--- config.mk ---
export PLATFORM = sky130hd
export DESIGN_NAME = barrel_left_shifter_seq
export DESIGN_NICKNAME = d
export VERILOG_FILES = /design/src/rtl/bls_pkg.sv /design/src/rtl/barrel_left_shifter_seq_mux2t1.sv /design/src/rtl/barrel_left_shifter_seq.sv
export SDC_FILE = /design/constraint.sdc
export NUM_CORES = 1
export LEC_CHECK = 0
export CAP_MARGIN = 0
export CORE_MARGIN = 2
export CORE_UTILIZATION = 40
export CTS_CLUSTER_SIZE = 40
export DETAILED_ROUTE_END_ITERATION = 10
export DONT_BUFFER_PORTS = 1
export PLACE_DENSITY = 0.57
export SETUP_SLACK_MARGIN = 0.3
export SLEW_MARGIN = 40
export SYNTH_ARGS = -nofsm -noshare
export SYNTH_HDL_FRONTEND = slang
export SYNTH_HIERARCHICAL = 1
export SYNTH_SLANG_ARGS = --single-unit
--- constraint.sdc ---
create_clock -name CLK -period 3.45 [get_ports CLK]
set_input_delay 0.1725 -clock CLK [delete_from_list [all_inputs] [get_ports CLK]]
set_output_delay 0.1725 -clock CLK [all_outputs]
set_load 0.03 [all_outputs]
--- src/rtl/bls_pkg.sv ---
// rtl/bls_pkg.sv - shared types and parameter helpers for the sequential left barrel shifter
package bls_pkg;

    typedef enum logic [1:0] {
        IDLE   = 2'd0,
        SHIFT  = 2'd1,
        FINISH = 2'd2
    } bls_state_t;

    function automatic int bls_nstages(input int n);
        return $clog2(n);
    endfunction

    // Stage counter width; a single-stage shifter still needs one bit.
    function automatic int bls_kw(input int nstages);
        return (nstages > 1) ? $clog2(nstages) : 1;
    endfunction

endpackage

--- src/rtl/barrel_left_shifter_seq_mux2t1.sv ---
// rtl/barrel_left_shifter_seq_mux2t1.sv - 2:1 mux, one per data bit of the shifter
module Mux2t1 (
    input  logic SELECTOR,
    input  logic A,
    input  logic B,
    output logic Y
);

    assign Y = SELECTOR ? B : A;

endmodule

--- src/rtl/barrel_left_shifter_seq.sv ---
// rtl/barrel_left_shifter_seq.sv - multi-cycle logical left barrel shifter, one 2^k stage per clock
module barrel_left_shifter_seq
    import bls_pkg::*;
#(
    parameter int N       = 8,
    parameter int NStages = 3
) (
    input  logic               CLK,
    input  logic               RST,
    input  logic               START,
    input  logic [N-1:0]       IN,
    input  logic [NStages-1:0] AMT,
    output logic               BUSY,
    output logic               DONE,
    output logic [N-1:0]       OUT
);

    localparam int KW = bls_kw(NStages);

    if (NStages != bls_nstages(N)) begin : g_param_check
        $error("barrel_left_shifter_seq: NStages must equal clog2(N)");
    end

    bls_state_t         state, state_n;
    logic [N-1:0]       work, work_n;
    logic [NStages-1:0] amount, amount_n;
    logic [KW-1:0]      k, k_n;
    logic [N-1:0]       out_n;
    logic               busy_n, done_n;

    logic [N-1:0]       stage_b;
    logic [N-1:0]       stage_y;

    // Bit i sees work[i-2^s] for every stage s; k picks which one feeds the mux.
    for (genvar i = 0; i < N; i++) begin : g_bit
        logic [NStages-1:0] cand;
        for (genvar s = 0; s < NStages; s++) begin : g_stage
            if (i >= (1 << s)) begin : g_src
                assign cand[s] = work[i-(1<<s)];
            end else begin : g_zero
                assign cand[s] = 1'b0;
            end
        end
        assign stage_b[i] = cand[k];

        Mux2t1 u_mux (
            .SELECTOR (amount[k]),
            .A        (work[i]),
            .B        (stage_b[i]),
            .Y        (stage_y[i])
        );
    end

    always_comb begin
        state_n  = state;
        work_n   = work;
        amount_n = amount;
        k_n      = k;
        out_n    = OUT;
        busy_n   = 1'b0;
        done_n   = 1'b0;
        case (state)
            IDLE, FINISH: begin
                if (START) begin
                    work_n   = IN;
                    amount_n = AMT;
                    k_n      = '0;
                    busy_n   = 1'b1;
                    state_n  = SHIFT;
                end else begin
                    state_n  = IDLE;
                end
            end
            SHIFT: begin
                work_n = stage_y;
                k_n    = k + 1'b1;
                busy_n = 1'b1;
                if (k == KW'(NStages - 1)) begin
                    out_n   = stage_y;
                    done_n  = 1'b1;
                    busy_n  = 1'b0;
                    k_n     = '0;
                    state_n = FINISH;
                end
            end
            default: state_n = IDLE;
        endcase
    end

    always_ff @(posedge CLK) begin
        if (RST) begin
            state  <= IDLE;
            work   <= '0;
            amount <= '0;
            k      <= '0;
            OUT    <= '0;
            BUSY   <= 1'b0;
            DONE   <= 1'b0;
        end else begin
            state  <= state_n;
            work   <= work_n;
            amount <= amount_n;
            k      <= k_n;
            OUT    <= out_n;
            BUSY   <= busy_n;
            DONE   <= done_n;
        end
    end

endmodule

==> results of run 1 <==
timing repair:
| item | CTS | global route |
|---|---|---|
| hold buffers | 5 | 0 |
| resized for setup | 0 | 0 |
| endpoints found under the hold margin | 25 | 0 |
| setup buffers | 0 | 0 |
synth_stat cells:
| cell type | number | area [µm²] |
|---|---|---|
| nor4bb_1 | 1 | 10.01 |
| inv_1 | 1 | 3.750 |
| and2b_2 | 1 | 8.760 |
| dfxtp_1 | 25 | 500.5 |
| nand2_1 | 26 | 97.59 |
| a21oi_1 | 14 | 70.07 |
| buf_6 | 3 | 33.78 |
| o22ai_1 | 6 | 37.54 |
| nor3_2 | 3 | 30.03 |
| mux2i_1 | 6 | 60.06 |
| nand2b_1 | 2 | 12.51 |
| nand3b_1 | 3 | 22.52 |
| nor3_1 | 9 | 45.04 |
| a31oi_1 | 2 | 12.51 |
| a211oi_1 | 1 | 7.510 |
| nor2b_1 | 1 | 6.260 |
| buf_2 | 3 | 15.01 |
| nor4b_1 | 1 | 8.760 |
| buf_4 | 2 | 15.01 |
| a311oi_1 | 2 | 17.52 |
| mux2_4 | 8 | 120.1 |
| nor2_1 | 9 | 33.78 |
| nor2b_2 | 1 | 8.760 |
| nand4bb_1 | 1 | 11.26 |
| nand2_2 | 1 | 6.260 |
| clkbuf_1 | 4 | 15.01 |
| o21ai_0 | 5 | 25.02 |
| nand2b_4 | 1 | 13.76 |
| and4bb_1 | 1 | 12.51 |
| conb_1 | 1 | 3.750 |
per-layer routing:
| layer | share of wire [%] | track usage, % | wire length, µm | up-vias |
|---|---|---|---|---|
| met1 | 50 | 21.88 | 1275 | 472 |
| met4 | 0.74 | 4.762 | 19 | 0 |
| met2 | 46 | 24.84 | 1194 | 17 |
| met5 | 0 | 0 | 0 | - |
| met3 | 3.1 | 3.030 | 80 | 2 |
| li1 | - | - | - | 497 |
how the worst min path moves through the flow:
stage / slack, ns / start / depth (start not counted) / end
finish: 0.01 / IN[2] / 2 / work[2]
global route: 0.01 / IN[2] / 2 / work[2]
CTS: 0.01 / IN[2] / 2 / work[2]
detailed placement: 0.25 / RST / 1 / amount[2]
global placement: 0.25 / RST / 1 / amount[1]
floorplan: 0.31 / AMT[0] / 2 / amount[0]
critical path, stage by stage, from the launching register on:
cell	delay, ns
dfxtp_1	0.76
mux2i_1	0.15
o21ai_0	0.17
buf_4	0.22
mux2_4	0.32
o22ai_1	0.20
nor3_2	0.07
sequential cells by signal, summed over array words and instances, names as in the netlist:
name / flops
work: 8
OUT: 8
k: 2
state: 2
amount: 3
BUSY: 1
DONE: 1
power groups by stage:
stage               Sequential, mW  Clock [mW]  Combinational, mW
floorplan                    0.324           0             0.0997
global placement             0.334           0             0.0961
detailed placement           0.335           0             0.0986
CTS                          0.328       0.139              0.108
global route                 0.332       0.154              0.119
finish                       0.328       0.137              0.107
final cells by class:
type,instances,area share (%)
clock buffers,3,1.701
clock inverters,1,0.5671
inverters,1,0.2836
multi-input cells,106,51.51
flip-flops and latches,25,37.81
well taps,44,4.159
repair buffers,6,3.970
through the flow:
step | power [mW] | instance area (µm²) | hold slack (ns)
3_5_place_dp | 0.4332 | 1249 | 0.2473
3_3_place_gp | 0.4296 | 1249 | 0.2452
5_1_grt | 0.6051 | 1324 | 0.01052
6_report | 0.5724 | 1324 | 0.01435
2_1_floorplan | 0.4238 | 1265 | 0.3085
4_1_cts | 0.5754 | 1329 | 0.01440
cell families after synthesis:
| group | count (synthesis) | synth area share, % |
|---|---|---|
| and+or+nand+nor | 61 | 25.91 |
| AOI/OAI and AO/OA | 30 | 13.45 |
| DFF | 25 | 39.56 |
| muxes | 14 | 14.24 |
| buffers and inverters | 13 | 6.527 |
| other | 1 | 0.2965 |
==> parameters.txt, run 1 <==
Parameter                              Value

Status
  Run status    finished clean

Logic synthesis
  Synthesized area per cell    8.784 µm²
  Post-synthesis instance area    1265 µm²
  Synthesized flop and latch total    25
  Synthesized instance count    144
  Count of warnings emitted by yosys    6
  Net count after synthesis    158
  Register area share after synthesis    39.56%
  Number of different library cells in the post-synthesis netlist    30

Global routing
  Pin count of the biggest net entering global routing    26
  First-pass GRT wire length    4284 µm
  Vias in the first global route    891
  Remaining global-route overflow    0
  Antenna violations before repair    0
  Tot GR Track Use    15.85%

Pwr
  Power share of the sequential group    a little under three fifths
  Clock group share of total power    a little under a quarter
  Worst voltage drop across the vdd grid    between 0.15 and 0.2 mV
  Internal power summed over all cells    between 0.4 and 0.5 mW
  Sw Share    between 20% and 30%
  Comb power frac    18.7%
  Power density of the placed cells    about 430 nW/µm²
  Leakage power of the design    0.4565 nW
  Net Switching    roughly 0.17 mW

Cells and area
  Final cell count without fillers    between 150 and 200
  Count of filler cells inserted in the layout    approximately 320
  Finished Core Util    43.72%
  Footprint of the multi-input gates    roughly 700 µm²
  Sequential cell area in the final layout    500.5 µm²
  Most common cell after layout, fill and taps aside    nand2_1
  Signed area change from the synthesized netlist to the final layout    4.649%
  Antenna fix cells    0
  # nets final    157
  Most frequent cells in the layout    26 x nand2_1, 25 x dfxtp_1, 14 x a21oi_1
  Fraction of final layout cells with drive strength greater than 1    14.79%

Floorplanning
  Ports placed on the boundary    24
  Core Footprint    3028 µm²
  Die area    3628 µm²
  Overall die width    60.24 µm
  Row cnt    20
  Starting Density    41.78%
  Die height    about 60 µm

Drt
  Vias per cell    5.312
  Total via count in the routed design    about 990
  Final wirelength    2570 µm
  Post-detailed-route DRC marker count    0
  Wire length per cell after detailed routing    between 10 and 15 µm
  Initial DRC count    58
  First-pass iteration count of the detailed router    4
  Number of routed nets with antenna violations    0

Timing
  Post-layout min period    2.006 ns
  Final critical-path share of the clock period    between 50% and 60%
  RSZ-0062 raised after global routing    false
  Achievable frequency    498.5 MHz
  Slew headroom    57.76%
  Hold violation total from the final report    0
  Slew Viols, Final    0
  Post-route setup slack    1.444 ns
  Number of setup violations in the final report    0
  Fin Setup TNS    0 ns
  Clock tree skew after final layout    roughly 0.015 ns
  Transition at the pin with the smallest max-transition slack    0.6327 ns

Place
  Worst slack after detailed placement    ~1.5 ns
  Weighted congestion reported at the end of routability-driven placement    0.8211
  # placed instances    approximately 180
  HPWL after detailed placement    ~1900 µm
  Port bufs    0

Worst hold path
  Hold Crit Class    in -> reg

Critical path
  RR Endpoint    work[0]
  Endpoint type of the worst setup path    register
  Max Fanout on Critical Path    18
  Logic depth of the worst register-to-register path    6
  CP startpoint kind    register
  Internal reg-to-reg setup slack    roughly 1.4 ns
  Required time at the endpoint of the critical path    roughly 3.7 ns
  Worst Setup EP    work[0]
  Signal arrival time at the worst endpoint    between 2 and 2.5 ns
  Critical path origin    k[0]
  Startpoint of the most critical register-to-register path    k[0]
  Path type of the worst setup path    reg -> reg

Clocking
  Clock Path Buffers    2
  Number of buffers added by the clock tree synthesis step    3
  Later-pin clock latency in the skew report    approximately 0.32 ns
  Number of levels in the clock H-tree    1
  TritonCTS sink count    25
  Reg clk slew, reported paths    0.16 ns
  TritonCTS clock tree    done
  Root Driver    clkbuf_4

Run
  Number of maximum-capacitance constraint violations    0
Power figures use the tool's default switching activity.
==> run 2: changes to the inputs <==
--- a/config.mk
+++ b/config.mk
@@ -11,7 +11,7 @@
 export CTS_CLUSTER_SIZE = 40
 export DETAILED_ROUTE_END_ITERATION = 10
 export DONT_BUFFER_PORTS = 1
-export PLACE_DENSITY = 0.57
+export PLACE_DENSITY = 0.59
 export SETUP_SLACK_MARGIN = 0.3
 export SLEW_MARGIN = 40
 export SYNTH_ARGS = -nofsm -noshare
==> constraint.sdc (replaced) <==
create_clock -name CLK -period 1.75 [get_ports CLK]
set_input_delay 0.0875 -clock CLK [delete_from_list [all_inputs] [get_ports CLK]]
set_output_delay 0.0875 -clock CLK [all_outputs]
set_load 0.03 [all_outputs]
==> parameters.txt, run 2 (synthesized netlist as in run 1, its figures left out) <==
Parameter                              Value

Cells and area
  Count of filler cells inserted in the layout    306 (-5.6%)
  Fraction of final layout cells with drive strength greater than 1    22.86% (+8.1 points)
  Most common cell after layout, fill and taps aside    nand2_1
  Largest regs    OUT (8), work (8), amount (3)
  Area of all placed cells without fillers    1383 µm² (+4.4%)
  Signed area change from the synthesized netlist to the final layout    9.298%
  # nets final    155 (-1.3%)
  Antenna fix cells    0 (unchanged)
  Most frequent cells in the layout    26 x nand2_1, 24 x dfxtp_1, 14 x a21oi_1

Pwr
  Worst voltage drop across the vdd grid    0.4644 mV (+180%)
  Power share of the sequential group    56.2% (-1.2 points)
  Leakage power of the design    0.4646 nW (+1.8%)
  Net Switching    0.3277 mW (+94%)
  Clock group share of total power    22.8% (-1.1 points)
  Comb power frac    21.0% (+2.3 points)
  Internal power summed over all cells    0.8145 mW (+100%)
  Power density of the placed cells    826.1 nW/µm² (+91%)
  Sw Share    28.69% (-0.75 points)

Critical path
  Max Fanout on Critical Path    8 (-10)
  Endpoint type of the worst setup path    register
  Path type of the worst setup path    reg -> reg
  Signal arrival time at the worst endpoint    1.72 ns (-0.50 ns)
  CP startpoint kind    register
  Required time at the endpoint of the critical path    1.97 ns (-1.70 ns)

Floorplanning
  Ports placed on the boundary    24 (unchanged)
  Die height    60.24 µm (unchanged)
  Starting Density    41.78% (unchanged)
  Core Footprint    3028 µm² (unchanged)
  Overall die width    60.24 µm (unchanged)
  Row cnt    20 (unchanged)
  Die area    3628 µm² (unchanged)

Global routing
  Pin count of the biggest net entering global routing    26 (unchanged)
  Remaining global-route overflow    0 (unchanged)
  Vias in the first global route    982 (+10%)
  Tot GR Track Use    16.13% (+0.27 points)
  First-pass GRT wire length    4374 µm (+2.1%)
  Antenna violations before repair    0 (unchanged)

Clocking
  Number of buffers added by the clock tree synthesis step    3 (unchanged)
  Reg clk slew, reported paths    0.14 ns (-0.02 ns)
  Clock Path Buffers    2 (unchanged)
  Root Driver    clkbuf_4
  Number of levels in the clock H-tree    1 (unchanged)
  Later-pin clock latency in the skew report    0.32 ns (about the same)
  TritonCTS clock tree    done
  TritonCTS sink count    25 (unchanged)

Timing
  Slew Viols, Final    0 (unchanged)
  Final critical-path share of the clock period    85.66% (+28 points)
  Achievable frequency    667.1 MHz (+34%)
  Number of setup violations in the final report    0 (unchanged)
  Worst Hold Slack    -0.1827 ns (-0.1971 ns)
  Hold violation total from the final report    25 (+25)
  Fin Setup TNS    0 ns (unchanged)
  Post-layout min period    1.499 ns (-0.5071 ns)
  RSZ-0062 raised after global routing    true
  Clock tree skew after final layout    0.01308 ns (-0.001835 ns)

Status
  Failing checks    hold timing
  Run status    complete, but fails checks

Drt
  Final wirelength    2711 µm (+5.5%)
  Post-detailed-route DRC marker count    0 (unchanged)
  Initial DRC count    51 (-12%)
  Wire length per cell after detailed routing    14.73 µm (+6.6%)
  Total via count in the routed design    994 (+0.61%)
  First-pass iteration count of the detailed router    4 (unchanged)
  Vias per cell    5.402 (+1.7%)
  Number of routed nets with antenna violations    0 (unchanged)

Place
  Weighted congestion reported at the end of routability-driven placement    0.8793 (+7.1%)
  Area after DPL    1297 µm² (+3.9%)
  Port bufs    0 (unchanged)

Worst hold path
  Hold Crit Class    in -> reg

Run
  Number of maximum-capacitance constraint violations    0 (unchanged)
[run 2: power by group through the flow]
stage          Sequential [mW]  Combinational [mW]  Clock, mW
3_3_place_gp             0.650               0.216          0
3_5_place_dp             0.652               0.220          0
6_report                 0.641               0.240      0.261
2_1_floorplan            0.639               0.212          0
4_1_cts                  0.640               0.231      0.276
5_1_grt                  0.648               0.261      0.296
[run 2: area by class of cell]
class	count	area (µm²)	share of cell area [%]
well taps	44	55.05	3.982
flip-flops and latches	25	504.2	36.47
inverters	1	3.754	0.2715
repair buffers	4	50.05	3.620
clock inverters	1	7.507	0.5430
multi-input cells	106	739.5	53.48
clock buffers	3	22.52	1.629
[run 2: worst max-delay path: stages, from the launching register on]
cell and delay, ns:
dfxtp_4 0.39, mux2i_4 0.19, o21ai_4 0.15, buf_12 0.15, mux2_4 0.31, o22ai_1 0.15, nor3_1 0.06
[run 2: metrics by stage]
stage	worst slack (ns)	total power, mW	instances	hold WS, ns	util [%]
2_1_floorplan	0.06606	0.8509	144	0.2235	-
3_3_place_gp	0.2174	0.8657	179	0.1615	42.85
3_5_place_dp	0.1996	0.8718	179	0.1626	42.85
4_1_cts	0.2769	1.147	184	-0.2052	44.75
5_1_grt	0.1963	1.204	184	-0.2203	45.66
6_report	0.2509	1.142	184	-0.1827	45.66
[run 2: timing repair]
item,4_1_cts,5_1_grt
pin swaps,2,1
hold endpoints to repair,25,25
endpoints found under the setup margin,13,17
gates resized for setup,3,6
setup buffers,1,0
[run 2: worst paths after layout]
kind | start | end | slack (ns) | cells past startpoint
hold reg to reg | amount[2] | amount[2] | 0.46 | 2
hold / removal | RST | OUT[3] | -0.18 | 1
setup reg to reg | k[0] | work[6] | 0.25 | 6
setup / recovery | k[0] | work[6] | 0.25 | 6
[run 2: per-layer routing]
| layer | part of all wire [%] | global-route usage (%) | wire length [µm] |
|---|---|---|---|
| met4 | 0.70 | 3.810 | 19 |
| met1 | 45 | 18.90 | 1231 |
| met3 | 4.4 | 4.329 | 118 |
| met2 | 50 | 28.88 | 1342 |
| met5 | 0 | 0 | 0 |
==> run 3: changes to the inputs <==
--- a/config.mk
+++ b/config.mk
@@ -6,7 +6,6 @@
 export NUM_CORES = 1
 export LEC_CHECK = 0
 export CAP_MARGIN = 0
-export CORE_MARGIN = 2
 export CORE_UTILIZATION = 40
 export CTS_CLUSTER_SIZE = 40
 export DETAILED_ROUTE_END_ITERATION = 10
==> parameters.txt, run 3 (synthesized netlist as in run 1, its figures left out) <==
Parameter                              Value

Status
  Run status    complete, but fails checks
  Failing checks    hold timing

Timing
  Final critical-path share of the clock period    84.47% (-1.2 points)
  Slew Viols, Final    0 (unchanged)
  Post-route setup slack    0.2718 ns (+0.02087 ns)
  Hold violation total from the final report    25 (unchanged)
  RSZ-0062 raised after global routing    true
  Fin Setup TNS    0 ns (unchanged)
  Clock tree skew after final layout    0.003089 ns (-0.009993 ns)
  Worst Hold Slack    -0.1865 ns (-0.003767 ns)
  Post-layout min period    1.478 ns (-0.02087 ns)
  Number of setup violations in the final report    0 (unchanged)
  Achievable frequency    676.5 MHz (+1.4%)

Pwr
  Net Switching    0.3240 mW (-1.1%)
  Leakage power of the design    0.4735 nW (+1.9%)
  Internal power summed over all cells    0.8115 mW (-0.37%)
  Worst voltage drop across the vdd grid    0.4228 mV (-8.9%)
  Comb power frac    20.7% (-0.3 points)
  Power density of the placed cells    826.5 nW/µm² (about the same)
  Power share of the sequential group    56.3% (about the same)
  Clock group share of total power    23.0% (+0.2 points)
  Sw Share    28.53% (-0.16 points)

Critical path
  Gate family responsible for the most delay along the worst path    multiplexers
  Critical Path, Cell by Cell    mux2i_2, o21ai_4, buf_6, mux2_4, o22ai_1, nor3_1
  Critical path origin    k[0]
  Required time at the endpoint of the critical path    1.98 ns (about the same)
  Logic depth of the worst register-to-register path    6 (unchanged)
  Slowest Stage Delay on Critical Path    0.39 ns (about the same)
  Highest-delay cell along the critical path    dfxtp_4
  Max Fanout on Critical Path    4 (-4)
  Worst path buffer plus inverter count    1 (unchanged)
  CP startpoint kind    register
  Internal reg-to-reg setup slack    0.27 ns (+0.02 ns)
  Path type of the worst setup path    reg -> reg
  Startpoint of the most critical register-to-register path    k[0]
  RR Endpoint    work[5]
  Signal arrival time at the worst endpoint    1.71 ns (about the same)
  Endpoint type of the worst setup path    register

Floorplanning
  Overall die width    58.24 µm (-3.3%)
  Starting Density    41.78% (unchanged)
  Die area    3391 µm² (-6.5%)
  Die height    58.24 µm (-3.3%)
  Row cnt    20 (unchanged)
  Core Footprint    3028 µm² (unchanged)
  Ports placed on the boundary    24 (unchanged)

Global routing
  Vias in the first global route    899 (-8.5%)
  Antenna violations before repair    0 (unchanged)
  Remaining global-route overflow    0 (unchanged)
  Pin count of the biggest net entering global routing    26 (unchanged)
  First-pass GRT wire length    4243 µm (-3.0%)
  Tot GR Track Use    16.57% (+0.44 points)

Place
  # placed instances    179 (unchanged)
  Weighted congestion reported at the end of routability-driven placement    0.8287 (-5.8%)
  Area after DPL    1297 µm² (unchanged)
  Port bufs    0 (unchanged)
  HPWL after detailed placement    1859 µm
  Worst slack after detailed placement    0.1934 ns (-0.006206 ns)

Drt
  Final wirelength    2618 µm (-3.4%)
  Vias per cell    5.188 (-4.0%)
  First-pass iteration count of the detailed router    4 (unchanged)
  Wire length per cell after detailed routing    14.08 µm (-4.5%)
  Initial DRC count    35 (-31%)
  Number of routed nets with antenna violations    0 (unchanged)
  Post-detailed-route DRC marker count    0 (unchanged)
  Total via count in the routed design    965 (-2.9%)

Clocking
  Number of buffers added by the clock tree synthesis step    3 (unchanged)
  TritonCTS clock tree    done
  Reg clk slew, reported paths    0.13 ns (about the same)
  TritonCTS sink count    25 (unchanged)
  Root Driver    clkbuf_4
  Number of levels in the clock H-tree    1 (unchanged)
  Clock Path Buffers    2 (unchanged)
  Later-pin clock latency in the skew report    0.32 ns (about the same)

Cells and area
  Antenna fix cells    0 (unchanged)
  Fraction of final layout cells with drive strength greater than 1    23.24% (+0.38 points)
  # nets final    157 (+1.3%)
  Most common cell after layout, fill and taps aside    nand2_1
  Most frequent cells in the layout    26 x nand2_1, 24 x dfxtp_1, 14 x a21oi_1
  Largest regs    OUT (8), work (8), amount (3)
  Area of all placed cells without fillers    1374 µm² (-0.63%)
  Signed area change from the synthesized netlist to the final layout    8.606%
  Final cell count without fillers    186 (+1.1%)

Run
  Number of maximum-capacitance constraint violations    0 (unchanged)

Worst hold path
  Hold Path Depth    1 (unchanged)
  Min-Delay Startpoint    RST
  End point of the most critical hold path    work[2]
  Hold Crit Class    in -> reg
## run 3: cell count changes in the layout (fill, tap and decap cells not counted), sizes merged
cell and change:
buf +2
## run 3: power groups by stage
stage                     Combinational [mW]  Sequential [mW]  Clock [mW]
after floorplan                        0.212            0.639           0
after global placement                 0.216            0.649           0
after detailed placement               0.220            0.650           0
after CTS                              0.234            0.639       0.278
after global routing                   0.258            0.644       0.299
final                                  0.235            0.639       0.261
## run 3: worst max path at each step
stage	slack [ns]	to	depth (start not counted)
after CTS	0.26	work[4]	7
after global placement	0.22	work[6]	5
final	0.27	work[5]	6
after detailed placement	0.19	work[6]	5
after floorplan	0.07	work[0]	7
after global routing	0.19	work[5]	6
## run 3: metal layers
metal / track usage, % / up-vias / share of wire (%)
met3: 4.911 / 2 / 4.0
met5: 0 / - / 0
met1: 22.77 / 450 / 50
li1: - / 495 / -
met4: 4.082 / 0 / 0.73
met2: 25.45 / 18 / 45
## run 3: worst reg2reg max path, cell delays in order (launching register included)
cell	delay [ns]
dfxtp_4	0.39
mux2i_2	0.26
o21ai_4	0.09
buf_6	0.14
mux2_4	0.30
o22ai_1	0.15
nor3_1	0.07
## run 3: layout make-up
class / count / area, µm²
tap: 44 / 55.05
sequential: 25 / 504.2
multi-input combinational: 106 / 724.4
fill: 313 / 1654
clock inverter: 1 / 7.507
timing repair buffer: 6 / 56.30
inverter: 1 / 3.754
clock buffer: 3 / 22.52
## run 3: per-stage QoR
stage | power [mW] | utilization (%)
detailed placement | 0.8704 | 42.85
global placement | 0.8655 | 42.85
floorplan | 0.8509 | -
global route | 1.201 | 45.37
CTS | 1.150 | 45.21
finish | 1.136 | 45.37
## run 3: what timing repair did
item | CTS | global route
setup endpoints to repair | 16 | 18
endpoints found under the hold margin | 25 | 25
pin swaps | 1 | 1
resized for setup | 5 | 2
setup buffers | 3 | 0
